**config.mk**
```make
export PLATFORM = sky130hd
export DESIGN_NAME = id_stage_pipe
export DESIGN_NICKNAME = d
export VERILOG_FILES = /design/src/rtl/id_stage_pipe_pkg.sv /design/src/rtl/id_stage_pipe_imm_gen.sv /design/src/rtl/id_stage_pipe.sv
export SDC_FILE = /design/constraint.sdc
export NUM_CORES = 1
export LEC_CHECK = 0
export BUFFER_PORTS_ARGS = -buffer_cell sky130_fd_sc_hd__buf_4
export CELL_PAD_IN_SITES_DETAIL_PLACEMENT = 2
export CELL_PAD_IN_SITES_GLOBAL_PLACEMENT = 2
export CORE_ASPECT_RATIO = 2
export CORE_MARGIN = 2
export CORE_UTILIZATION = 25
export DETAILED_ROUTE_END_ITERATION = 7
export PLACE_DENSITY = 0.88
export RECOVER_POWER = 50
export REMOVE_ABC_BUFFERS = 1
export SYNTH_ARGS = -nofsm -noshare
export SYNTH_HDL_FRONTEND = slang
export SYNTH_HIERARCHICAL = 1
export SYNTH_SLANG_ARGS = --single-unit
```
**constraint.sdc**
```tcl
create_clock -name clk -period 1.5 [get_ports clk]
set_input_delay 0.225 -clock clk [delete_from_list [all_inputs] [get_ports clk]]
set_output_delay 0.225 -clock clk [all_outputs]
set_load 0.03 [all_outputs]
```
**src/rtl/id_stage_pipe_pkg.sv**
```systemverilog
// Shared RV32I decode constants: opcodes, ALU op codes, result classes, control bundle.
// Latency: none (constants and types only).
// Backpressure: not applicable.
package id_stage_pipe_pkg;

    // Base opcodes (inst[6:0])
    localparam logic [6:0] OPC_LUI      = 7'b0110111;
    localparam logic [6:0] OPC_AUIPC    = 7'b0010111;
    localparam logic [6:0] OPC_JAL      = 7'b1101111;
    localparam logic [6:0] OPC_JALR     = 7'b1100111;
    localparam logic [6:0] OPC_BRANCH   = 7'b1100011;
    localparam logic [6:0] OPC_LOAD     = 7'b0000011;
    localparam logic [6:0] OPC_STORE    = 7'b0100011;
    localparam logic [6:0] OPC_OP_IMM   = 7'b0010011;
    localparam logic [6:0] OPC_OP       = 7'b0110011;
    localparam logic [6:0] OPC_MISC_MEM = 7'b0001111;
    localparam logic [6:0] OPC_SYSTEM   = 7'b1110011;

    // ALU operation codes
    localparam logic [7:0] EXE_NOP_OP  = 8'h00;
    localparam logic [7:0] EXE_ADD_OP  = 8'h01;
    localparam logic [7:0] EXE_SUB_OP  = 8'h02;
    localparam logic [7:0] EXE_SLL_OP  = 8'h03;
    localparam logic [7:0] EXE_SLT_OP  = 8'h04;
    localparam logic [7:0] EXE_SLTU_OP = 8'h05;
    localparam logic [7:0] EXE_XOR_OP  = 8'h06;
    localparam logic [7:0] EXE_SRL_OP  = 8'h07;
    localparam logic [7:0] EXE_SRA_OP  = 8'h08;
    localparam logic [7:0] EXE_OR_OP   = 8'h09;
    localparam logic [7:0] EXE_AND_OP  = 8'h0A;
    localparam logic [7:0] EXE_LUI_OP  = 8'h0B;
    localparam logic [7:0] EXE_JAL_OP  = 8'h0D;
    localparam logic [7:0] EXE_JALR_OP = 8'h0E;
    localparam logic [7:0] EXE_BEQ_OP  = 8'h10;
    localparam logic [7:0] EXE_BNE_OP  = 8'h11;
    localparam logic [7:0] EXE_BLT_OP  = 8'h12;
    localparam logic [7:0] EXE_BGE_OP  = 8'h13;
    localparam logic [7:0] EXE_BLTU_OP = 8'h14;
    localparam logic [7:0] EXE_BGEU_OP = 8'h15;
    localparam logic [7:0] EXE_LB_OP   = 8'h18;
    localparam logic [7:0] EXE_LH_OP   = 8'h19;
    localparam logic [7:0] EXE_LW_OP   = 8'h1A;
    localparam logic [7:0] EXE_LBU_OP  = 8'h1B;
    localparam logic [7:0] EXE_LHU_OP  = 8'h1C;
    localparam logic [7:0] EXE_SB_OP   = 8'h20;
    localparam logic [7:0] EXE_SH_OP   = 8'h21;
    localparam logic [7:0] EXE_SW_OP   = 8'h22;

    // Result classes
    localparam logic [2:0] EXE_RES_NOP    = 3'd0;
    localparam logic [2:0] EXE_RES_LOGIC  = 3'd1;
    localparam logic [2:0] EXE_RES_SHIFT  = 3'd2;
    localparam logic [2:0] EXE_RES_ARITH  = 3'd3;
    localparam logic [2:0] EXE_RES_JUMP   = 3'd4;
    localparam logic [2:0] EXE_RES_BRANCH = 3'd5;
    localparam logic [2:0] EXE_RES_LOAD   = 3'd6;
    localparam logic [2:0] EXE_RES_STORE  = 3'd7;

    // Decoded control bundle; operand-select bits steer reg1/reg2 muxing.
    typedef struct packed {
        logic [7:0] aluop;
        logic [2:0] alusel;
        logic       wreg;
        logic       illegal;
        logic       use_rs1;
        logic       use_rs2;
        logic       op1_pc;
        logic       op2_imm;
    } ctrl_t;

    localparam ctrl_t CTRL_NOP = '{aluop: EXE_NOP_OP, alusel: EXE_RES_NOP, default: '0};

endpackage

```
**src/rtl/id_stage_pipe_imm_gen.sv**
```systemverilog
// Immediate generator: picks the I/S/B/U/J immediate by opcode, sign-extended to XLEN.
// Latency: combinational.
// Backpressure: none; pure function of the instruction word.
module id_stage_pipe_imm_gen
    import id_stage_pipe_pkg::*;
#(
    parameter int XLEN = 32
)(
    input  logic [31:0]     inst,
    output logic [XLEN-1:0] imm
);

    logic [31:0] imm32;

    // Format select by opcode; opcodes without an immediate yield zero
    always_comb begin
        imm32 = 32'd0;
        case (inst[6:0])
            OPC_LOAD, OPC_OP_IMM, OPC_JALR:
                imm32 = {{20{inst[31]}}, inst[31:20]};
            OPC_STORE:
                imm32 = {{20{inst[31]}}, inst[31:25], inst[11:7]};
            OPC_BRANCH:
                imm32 = {{19{inst[31]}}, inst[31], inst[7], inst[30:25], inst[11:8], 1'b0};
            OPC_LUI, OPC_AUIPC:
                imm32 = {inst[31:12], 12'd0};
            OPC_JAL:
                imm32 = {{11{inst[31]}}, inst[31], inst[19:12], inst[20], inst[30:21], 1'b0};
            default:
                imm32 = 32'd0;
        endcase
    end

    assign imm = XLEN'($signed(imm32));

endmodule

```
**src/rtl/id_stage_pipe.sv**
```systemverilog
// RV32I decode stage: classify, build immediates, forward operands, register into ID/EX.
// Latency: one cycle from accept (id_ready_o && if_valid_i) to ex_valid_o.
// Backpressure: ID/EX holds while ex_ready_i=0 and valid; load-use inserts one bubble; flush_i squashes.
module id_stage_pipe
    import id_stage_pipe_pkg::*;
#(
    parameter int XLEN       = 32,
    parameter int RADDR_W    = 5,
    parameter int FWD_SRCS   = 2,
    parameter bit ILLEGAL_EN = 1'b1
)(
    input  logic                         clk,
    input  logic                         rst_n,
    input  logic                         flush_i,
    input  logic                         if_valid_i,
    output logic                         id_ready_o,
    input  logic [XLEN-1:0]              pc_i,
    input  logic [31:0]                  inst_i,
    output logic                         reg1_read_o,
    output logic                         reg2_read_o,
    output logic [RADDR_W-1:0]           reg1_addr_o,
    output logic [RADDR_W-1:0]           reg2_addr_o,
    input  logic [XLEN-1:0]              reg1_data_i,
    input  logic [XLEN-1:0]              reg2_data_i,
    input  logic [FWD_SRCS-1:0]          fwd_wen_i,
    input  logic [FWD_SRCS*RADDR_W-1:0]  fwd_waddr_i,
    input  logic [FWD_SRCS*XLEN-1:0]     fwd_wdata_i,
    input  logic                         ex_load_i,
    input  logic [RADDR_W-1:0]           ex_rd_i,
    input  logic                         ex_ready_i,
    output logic                         ex_valid_o,
    output logic [7:0]                   aluop_o,
    output logic [2:0]                   alusel_o,
    output logic [XLEN-1:0]              reg1_o,
    output logic [XLEN-1:0]              reg2_o,
    output logic [XLEN-1:0]              imm_o,
    output logic [RADDR_W-1:0]           rd_o,
    output logic                         wreg_o,
    output logic [XLEN-1:0]              pc_o,
    output logic                         illegal_o
);

    typedef struct packed {
        logic               valid;
        logic [7:0]         aluop;
        logic [2:0]         alusel;
        logic [XLEN-1:0]    reg1;
        logic [XLEN-1:0]    reg2;
        logic [XLEN-1:0]    imm;
        logic [RADDR_W-1:0] rd;
        logic               wreg;
        logic [XLEN-1:0]    pc;
        logic               illegal;
    } idex_t;

    localparam idex_t IDEX_BUBBLE = '{aluop: EXE_NOP_OP, alusel: EXE_RES_NOP, default: '0};

    ctrl_t              ctrl;
    logic               bad;
    logic [XLEN-1:0]    imm;
    logic [RADDR_W-1:0] rs1, rs2, rd;
    logic [XLEN-1:0]    rs1_val, rs2_val;
    logic               hazard, adv;
    idex_t              idex_d, idex_q;

    assign rs1 = RADDR_W'(inst_i[19:15]);
    assign rs2 = RADDR_W'(inst_i[24:20]);
    assign rd  = RADDR_W'(inst_i[11:7]);

    id_stage_pipe_imm_gen #(.XLEN(XLEN)) u_imm_gen (
        .inst (inst_i),
        .imm  (imm)
    );

    // Opcode/funct decode into ALU op, result class and operand steering
    always_comb begin
        ctrl = CTRL_NOP;
        bad  = 1'b0;
        case (inst_i[6:0])
            OPC_LUI: begin
                ctrl.aluop = EXE_LUI_OP; ctrl.alusel = EXE_RES_ARITH;
                ctrl.wreg = 1'b1; ctrl.op2_imm = 1'b1;
            end
            OPC_AUIPC: begin
                ctrl.aluop = EXE_ADD_OP; ctrl.alusel = EXE_RES_ARITH;
                ctrl.wreg = 1'b1; ctrl.op1_pc = 1'b1; ctrl.op2_imm = 1'b1;
            end
            OPC_JAL: begin
                ctrl.aluop = EXE_JAL_OP; ctrl.alusel = EXE_RES_JUMP;
                ctrl.wreg = 1'b1; ctrl.op1_pc = 1'b1; ctrl.op2_imm = 1'b1;
            end
            OPC_JALR: begin
                ctrl.aluop = EXE_JALR_OP; ctrl.alusel = EXE_RES_JUMP;
                ctrl.wreg = 1'b1; ctrl.use_rs1 = 1'b1; ctrl.op2_imm = 1'b1;
            end
            OPC_BRANCH: begin
                ctrl.alusel = EXE_RES_BRANCH; ctrl.use_rs1 = 1'b1; ctrl.use_rs2 = 1'b1;
                case (inst_i[14:12])
                    3'b000:  ctrl.aluop = EXE_BEQ_OP;
                    3'b001:  ctrl.aluop = EXE_BNE_OP;
                    3'b100:  ctrl.aluop = EXE_BLT_OP;
                    3'b101:  ctrl.aluop = EXE_BGE_OP;
                    3'b110:  ctrl.aluop = EXE_BLTU_OP;
                    3'b111:  ctrl.aluop = EXE_BGEU_OP;
                    default: bad = 1'b1;
                endcase
            end
            OPC_LOAD: begin
                ctrl.alusel = EXE_RES_LOAD; ctrl.wreg = 1'b1;
                ctrl.use_rs1 = 1'b1; ctrl.op2_imm = 1'b1;
                case (inst_i[14:12])
                    3'b000:  ctrl.aluop = EXE_LB_OP;
                    3'b001:  ctrl.aluop = EXE_LH_OP;
                    3'b010:  ctrl.aluop = EXE_LW_OP;
                    3'b100:  ctrl.aluop = EXE_LBU_OP;
                    3'b101:  ctrl.aluop = EXE_LHU_OP;
                    default: bad = 1'b1;
                endcase
            end
            OPC_STORE: begin
                ctrl.alusel = EXE_RES_STORE; ctrl.use_rs1 = 1'b1; ctrl.use_rs2 = 1'b1;
                case (inst_i[14:12])
                    3'b000:  ctrl.aluop = EXE_SB_OP;
                    3'b001:  ctrl.aluop = EXE_SH_OP;
                    3'b010:  ctrl.aluop = EXE_SW_OP;
                    default: bad = 1'b1;
                endcase
            end
            OPC_OP_IMM, OPC_OP: begin
                ctrl.wreg    = 1'b1;
                ctrl.use_rs1 = 1'b1;
                ctrl.use_rs2 = (inst_i[6:0] == OPC_OP);
                ctrl.op2_imm = (inst_i[6:0] == OPC_OP_IMM);
                ctrl.alusel  = EXE_RES_ARITH;
                case (inst_i[14:12])
                    3'b000: ctrl.aluop = (ctrl.use_rs2 && inst_i[30]) ? EXE_SUB_OP : EXE_ADD_OP;
                    3'b010: ctrl.aluop = EXE_SLT_OP;
                    3'b011: ctrl.aluop = EXE_SLTU_OP;
                    3'b100: begin ctrl.aluop = EXE_XOR_OP; ctrl.alusel = EXE_RES_LOGIC; end
                    3'b110: begin ctrl.aluop = EXE_OR_OP;  ctrl.alusel = EXE_RES_LOGIC; end
                    3'b111: begin ctrl.aluop = EXE_AND_OP; ctrl.alusel = EXE_RES_LOGIC; end
                    3'b001: begin ctrl.aluop = EXE_SLL_OP; ctrl.alusel = EXE_RES_SHIFT; end
                    default: begin
                        ctrl.aluop  = inst_i[30] ? EXE_SRA_OP : EXE_SRL_OP;
                        ctrl.alusel = EXE_RES_SHIFT;
                    end
                endcase
            end
            OPC_MISC_MEM, OPC_SYSTEM: ctrl = CTRL_NOP;
            default: bad = 1'b1;
        endcase
        // Anything unrecognised travels down the pipe as a NOP, optionally flagged
        if (bad) begin
            ctrl         = CTRL_NOP;
            ctrl.illegal = ILLEGAL_EN;
        end
    end

    assign reg1_read_o = ctrl.use_rs1;
    assign reg2_read_o = ctrl.use_rs2;
    assign reg1_addr_o = rs1;
    assign reg2_addr_o = rs2;

    // Operand fetch: regfile value overridden by forwarding, index 0 applied last so it wins
    always_comb begin
        rs1_val = reg1_data_i;
        rs2_val = reg2_data_i;
        for (int k = FWD_SRCS - 1; k >= 0; k--) begin
            if (fwd_wen_i[k] && fwd_waddr_i[k*RADDR_W +: RADDR_W] == rs1)
                rs1_val = fwd_wdata_i[k*XLEN +: XLEN];
            if (fwd_wen_i[k] && fwd_waddr_i[k*RADDR_W +: RADDR_W] == rs2)
                rs2_val = fwd_wdata_i[k*XLEN +: XLEN];
        end
        if (rs1 == '0) rs1_val = '0;
        if (rs2 == '0) rs2_val = '0;
    end

    assign hazard = if_valid_i && ex_load_i && (ex_rd_i != '0) &&
                    ((ctrl.use_rs1 && ex_rd_i == rs1) || (ctrl.use_rs2 && ex_rd_i == rs2));
    assign adv        = ex_ready_i || !idex_q.valid;
    assign id_ready_o = adv && !hazard && !flush_i;

    // Next ID/EX contents: decoded op when accepted, otherwise a bubble
    always_comb begin
        idex_d = IDEX_BUBBLE;
        if (if_valid_i && !hazard && !flush_i) begin
            idex_d.valid   = 1'b1;
            idex_d.aluop   = ctrl.aluop;
            idex_d.alusel  = ctrl.alusel;
            idex_d.reg1    = ctrl.op1_pc  ? pc_i : (ctrl.use_rs1 ? rs1_val : '0);
            idex_d.reg2    = ctrl.op2_imm ? imm  : (ctrl.use_rs2 ? rs2_val : '0);
            idex_d.imm     = imm;
            idex_d.rd      = rd;
            idex_d.wreg    = ctrl.wreg && (rd != '0);
            idex_d.pc      = pc_i;
            idex_d.illegal = ctrl.illegal;
        end
    end

    // ID/EX register: loads on advance, flush forces a bubble even while stalled
    always_ff @(posedge clk or negedge rst_n) begin
        if (!rst_n)
            idex_q <= IDEX_BUBBLE;
        else if (flush_i || adv)
            idex_q <= idex_d;
    end

    assign ex_valid_o = idex_q.valid;
    assign aluop_o    = idex_q.aluop;
    assign alusel_o   = idex_q.alusel;
    assign reg1_o     = idex_q.reg1;
    assign reg2_o     = idex_q.reg2;
    assign imm_o      = idex_q.imm;
    assign rd_o       = idex_q.rd;
    assign wreg_o     = idex_q.wreg;
    assign pc_o       = idex_q.pc;
    assign illegal_o  = idex_q.illegal;

endmodule
```
==> results.md <==
* Largest stage delay, worst path at 0.57 ns
* Hold Path Sink: pc_o[20]$_DFFE_PN0P_
* Smallest hold slack at 0.0148 ns
* Async S/R FF share, synth at 100%
* Worst R2R End: wreg_o$_DFFE_PN0P_
* Register bit count reported by yosys at 145
* Worst Hold Class: in2reg
* Post-synth EDFFs at 0
* Area of the multi-input gates at 5280 um2
* DRT Pass-1 Iters at 5
* Clock latency on the worst-skew pair at about 0.46 ns
* Pwr/cell area at 769 nW/um2
* Max_cap viols at 0
* Reg area at 3630 um2
* Crit-path cells: buf_6, or4_4, o211ai_4, nor2_4, a311oi_2, buf_4, and2_4, buf_6
* Cts bufs inserted at 17
* Gate Count Post-Synth at between 900 and 1000
* Synth unique cells at 64
* Clock power share at roughly two fifths
* Fillers at approximately 3600
* Critical Path Most Common Cell: buf_6
* Path depth of the worst reg2reg path at 7
* Maximum clock rate at 0.471 GHz
* FP Rows at 97
* Vias per Instance at just under 6
* Sequential Power Share at 35.2%
* Sw power at between 3 and 4 mW
* Initial antenna violation count at 4
* Fin crit share at 142%
* CP Class: in2out
* Initial DRC Count at between 600 and 700
* CP Data Required Time at 1.27 ns
* RR Startpoint: ex_valid_o$_DFFE_PN0P_
* Final min period at about 2.1 ns
* P_leak at around 6.7 nW
* Synthesized area per cell at 9.54 um2
* Worst Hold Depth at 2
* Antenna Nets Post-Route at 0
* Vias at 10700
* I/O Pins at 375
* Most frequent cells in the layout: 455 x buf_4, 145 x dfrtp_1, 81 x nand2_1, 76 x a22o_1, 70 x nand2b_1
* Grt total ovfl at 0
* Initial Util at 25.2%
* Clock transition at path regs at around 0.080 ns
* VDD IR max at 797 uV
* Critical-path top delay cell: or4_4
* IO Port Bufs at about 370
* Area Overhead vs Synth at 69.2%
* CP bufs+invs at 3
* Endpoint class of the critical path: output port
* Share of the yosys chip area belonging to registers at about two fifths
* Vias in the first global route at 12100
* Top cell family by delay on the critical path: simple AND/OR/NAND/NOR gates
* Synth Cell Area at 8760 um2
* Fin worst setup slack at -0.624 ns
* Max FO, Critical Path at 2
* Largest net degree at the start of global routing at 69
* GRT Overall Usage at 31.7%
* Final HPWL DP at 40200 um
* # H-tree levels at 4
* Final Net Count at 1581
* Yosys warns at 6
* Fin. max-slew vios at 0
* Final WL at 59200 um
* Dominant synthesized flop cell: dfrtp_1
* Failing checks: negative setup slack
* RD Place Congestion at roughly 0.92
* Net Sw Frac at 31.2%
* Hold_sp: pc_i[20]
* Slew at the pin closest to its max-slew limit at 0.980 ns
* Unrepaired setup endpoints after global routing: true
* Layout cell share with drive strength beyond 1 at 49.7%
* Max clock buf depth at 2
* P_int at 7.85 mW
* Crit path arrival time at around 1.9 ns
* Clock skew at 0.00887 ns
* CTS tree: built
* Tot Pwr at 11.4 mW
* Final Core Density at 42.6%
* Routed len/inst at roughly 32 um
* DRC Markers at 0
* Core box area at 34800 um2
* Final Hold Viols at 0
* Final setup vio count at 148
* Slew margin rel. at 34.7%
* CTS root buf: clkbuf_16
* Die X at 136 um
* Chip height at 269 um
* Global-route wire length before repair at 83300 um
* Startpoint Class: input port
* Die area at roughly 37000 um2
* Commonest non-fill, non-tap cell in the layout: buf_4
* Sink Count at 145
* Combinational share of power at around 23%
* Status: finished with violations
* Reg2reg setup slack at -0.43 ns
-- metal layers --
layer / part of all wire, % / GRT usage, %
met4: 7.4 / 22.2
met1: 35 / 34.1
met3: 4.4 / 4.15
met2: 53 / 56.4
met5: 0.024 / 0
-- cell type report --
class	instances	area share, %
Multi-Input combinational cell	664	35.6
Inverter	4	0.101
Timing Repair Buffer	534	31.8
Tap cell	445	3.75
Clock buffer	17	2.87
Clock inverter	15	1.34
Sequential cell	145	24.5
Antenna cell	3	0.0506
-- state kept, by name (all words and copies together), names as in the netlist --
name	cells
rd_o	5
reg1_o	32
wreg_o	1
aluop_o	6
ex_valid_o	1
pc_o	32
alusel_o	3
illegal_o	1
reg2_o	32
imm_o	32
-- Yosys cell counts (5+ instances only) --
master    count  area share (%)
dfrtp_1     145              41
nor2b_1      12            0.86
xnor2_1      20             2.0
o21ai_0      86             4.9
a22o_1       77             7.7
buf_6         5            0.64
a32o_1        5            0.57
xor2_1       10             1.0
a32oi_1      64             6.4
nor2_1       17            0.73
buf_4        14             1.2
a21o_2        8            0.80
o22ai_1       6            0.43
a221o_1      64             7.3
buf_2        12            0.69
nand2_1      83             3.6
clkbuf_1     76             3.3
nor4_1        6            0.43
a21oi_1      12            0.69
and2_1       33             2.4
nand3_1      20             1.1
nand2b_1     70             5.0
and3_1        6            0.43
-- worst reg2reg max path: stages, from the launching register on --
cell and delay (ns):
dfrtp_1 0.37, nor2b_1 0.17, a311oi_2 0.32, buf_4 0.19, buf_6 0.09, nand4b_1 0.15, buf_12 0.22, o41ai_4 0.32
-- power by group through the flow --
stage          registers [mW]  clock network (mW)  logic, mW
2_1_floorplan            4.20                   0      0.608
3_3_place_gp             4.09                   0       2.16
3_5_place_dp             4.09                   0       2.24
4_1_cts                  4.02                4.77       2.61
5_1_grt                  4.02                4.98       2.73
6_report                 4.02                4.77       2.62
-- kinds of logic (layout without fill, tap and decap cells) --
| kind of cell | Yosys count | after routing | share of synthesized area (%) |
|---|---|---|---|
| other cells | 1 | 5 | 0.0428 |
| compound gates | 352 | 352 | 31.9 |
| simple gates | 278 | 279 | 17.6 |
| mux | 1 | 1 | 0.114 |
| buf+inv | 112 | 570 | 6.00 |
| flops | 145 | 145 | 41.4 |
| xor+xnor | 30 | 30 | 3.00 |
-- what timing repair did --
item	in CTS	in global routing
resized for setup	194	66
hold endpoints to repair	42	0
endpoints found under the setup margin	148	148
gates cloned	14	0
hold buffers	4	0
pin swaps	95	59
setup buffers	26	5
-- worst max path at each step --
stage / from / to / slack, ns / depth (start not counted)
after CTS: ex_rd_i[3] / id_ready_o / -0.63 / 8
after detailed placement: ex_rd_i[1] / wreg_o$_DFFE_PN0P_ / -0.91 / 8
after global placement: fwd_waddr_i[8] / reg1_o[19]$_DFFE_PN0P_ / -0.81 / 8
after floorplan: ex_valid_o$_DFFE_PN0P_ / aluop_o[1]$_DFFE_PN0P_ / -4.51 / 3
after global routing: ex_rd_i[2] / id_ready_o / -0.66 / 8
final: ex_rd_i[2] / id_ready_o / -0.62 / 8
-- per-stage QoR --
stage          instances  setup slack (ns)  TNS, ns  cell area [um2]
2_1_floorplan        812             -4.51  -627.27             8260
3_3_place_gp        1759            -0.812  -110.11            13100
3_5_place_dp        1759            -0.913  -126.77            13100
4_1_cts             1835            -0.629   -72.65            14900
5_1_grt             1827            -0.658   -76.11            14800
6_report            1827            -0.624   -70.99            14800
Power figures use the tool's default switching activity.
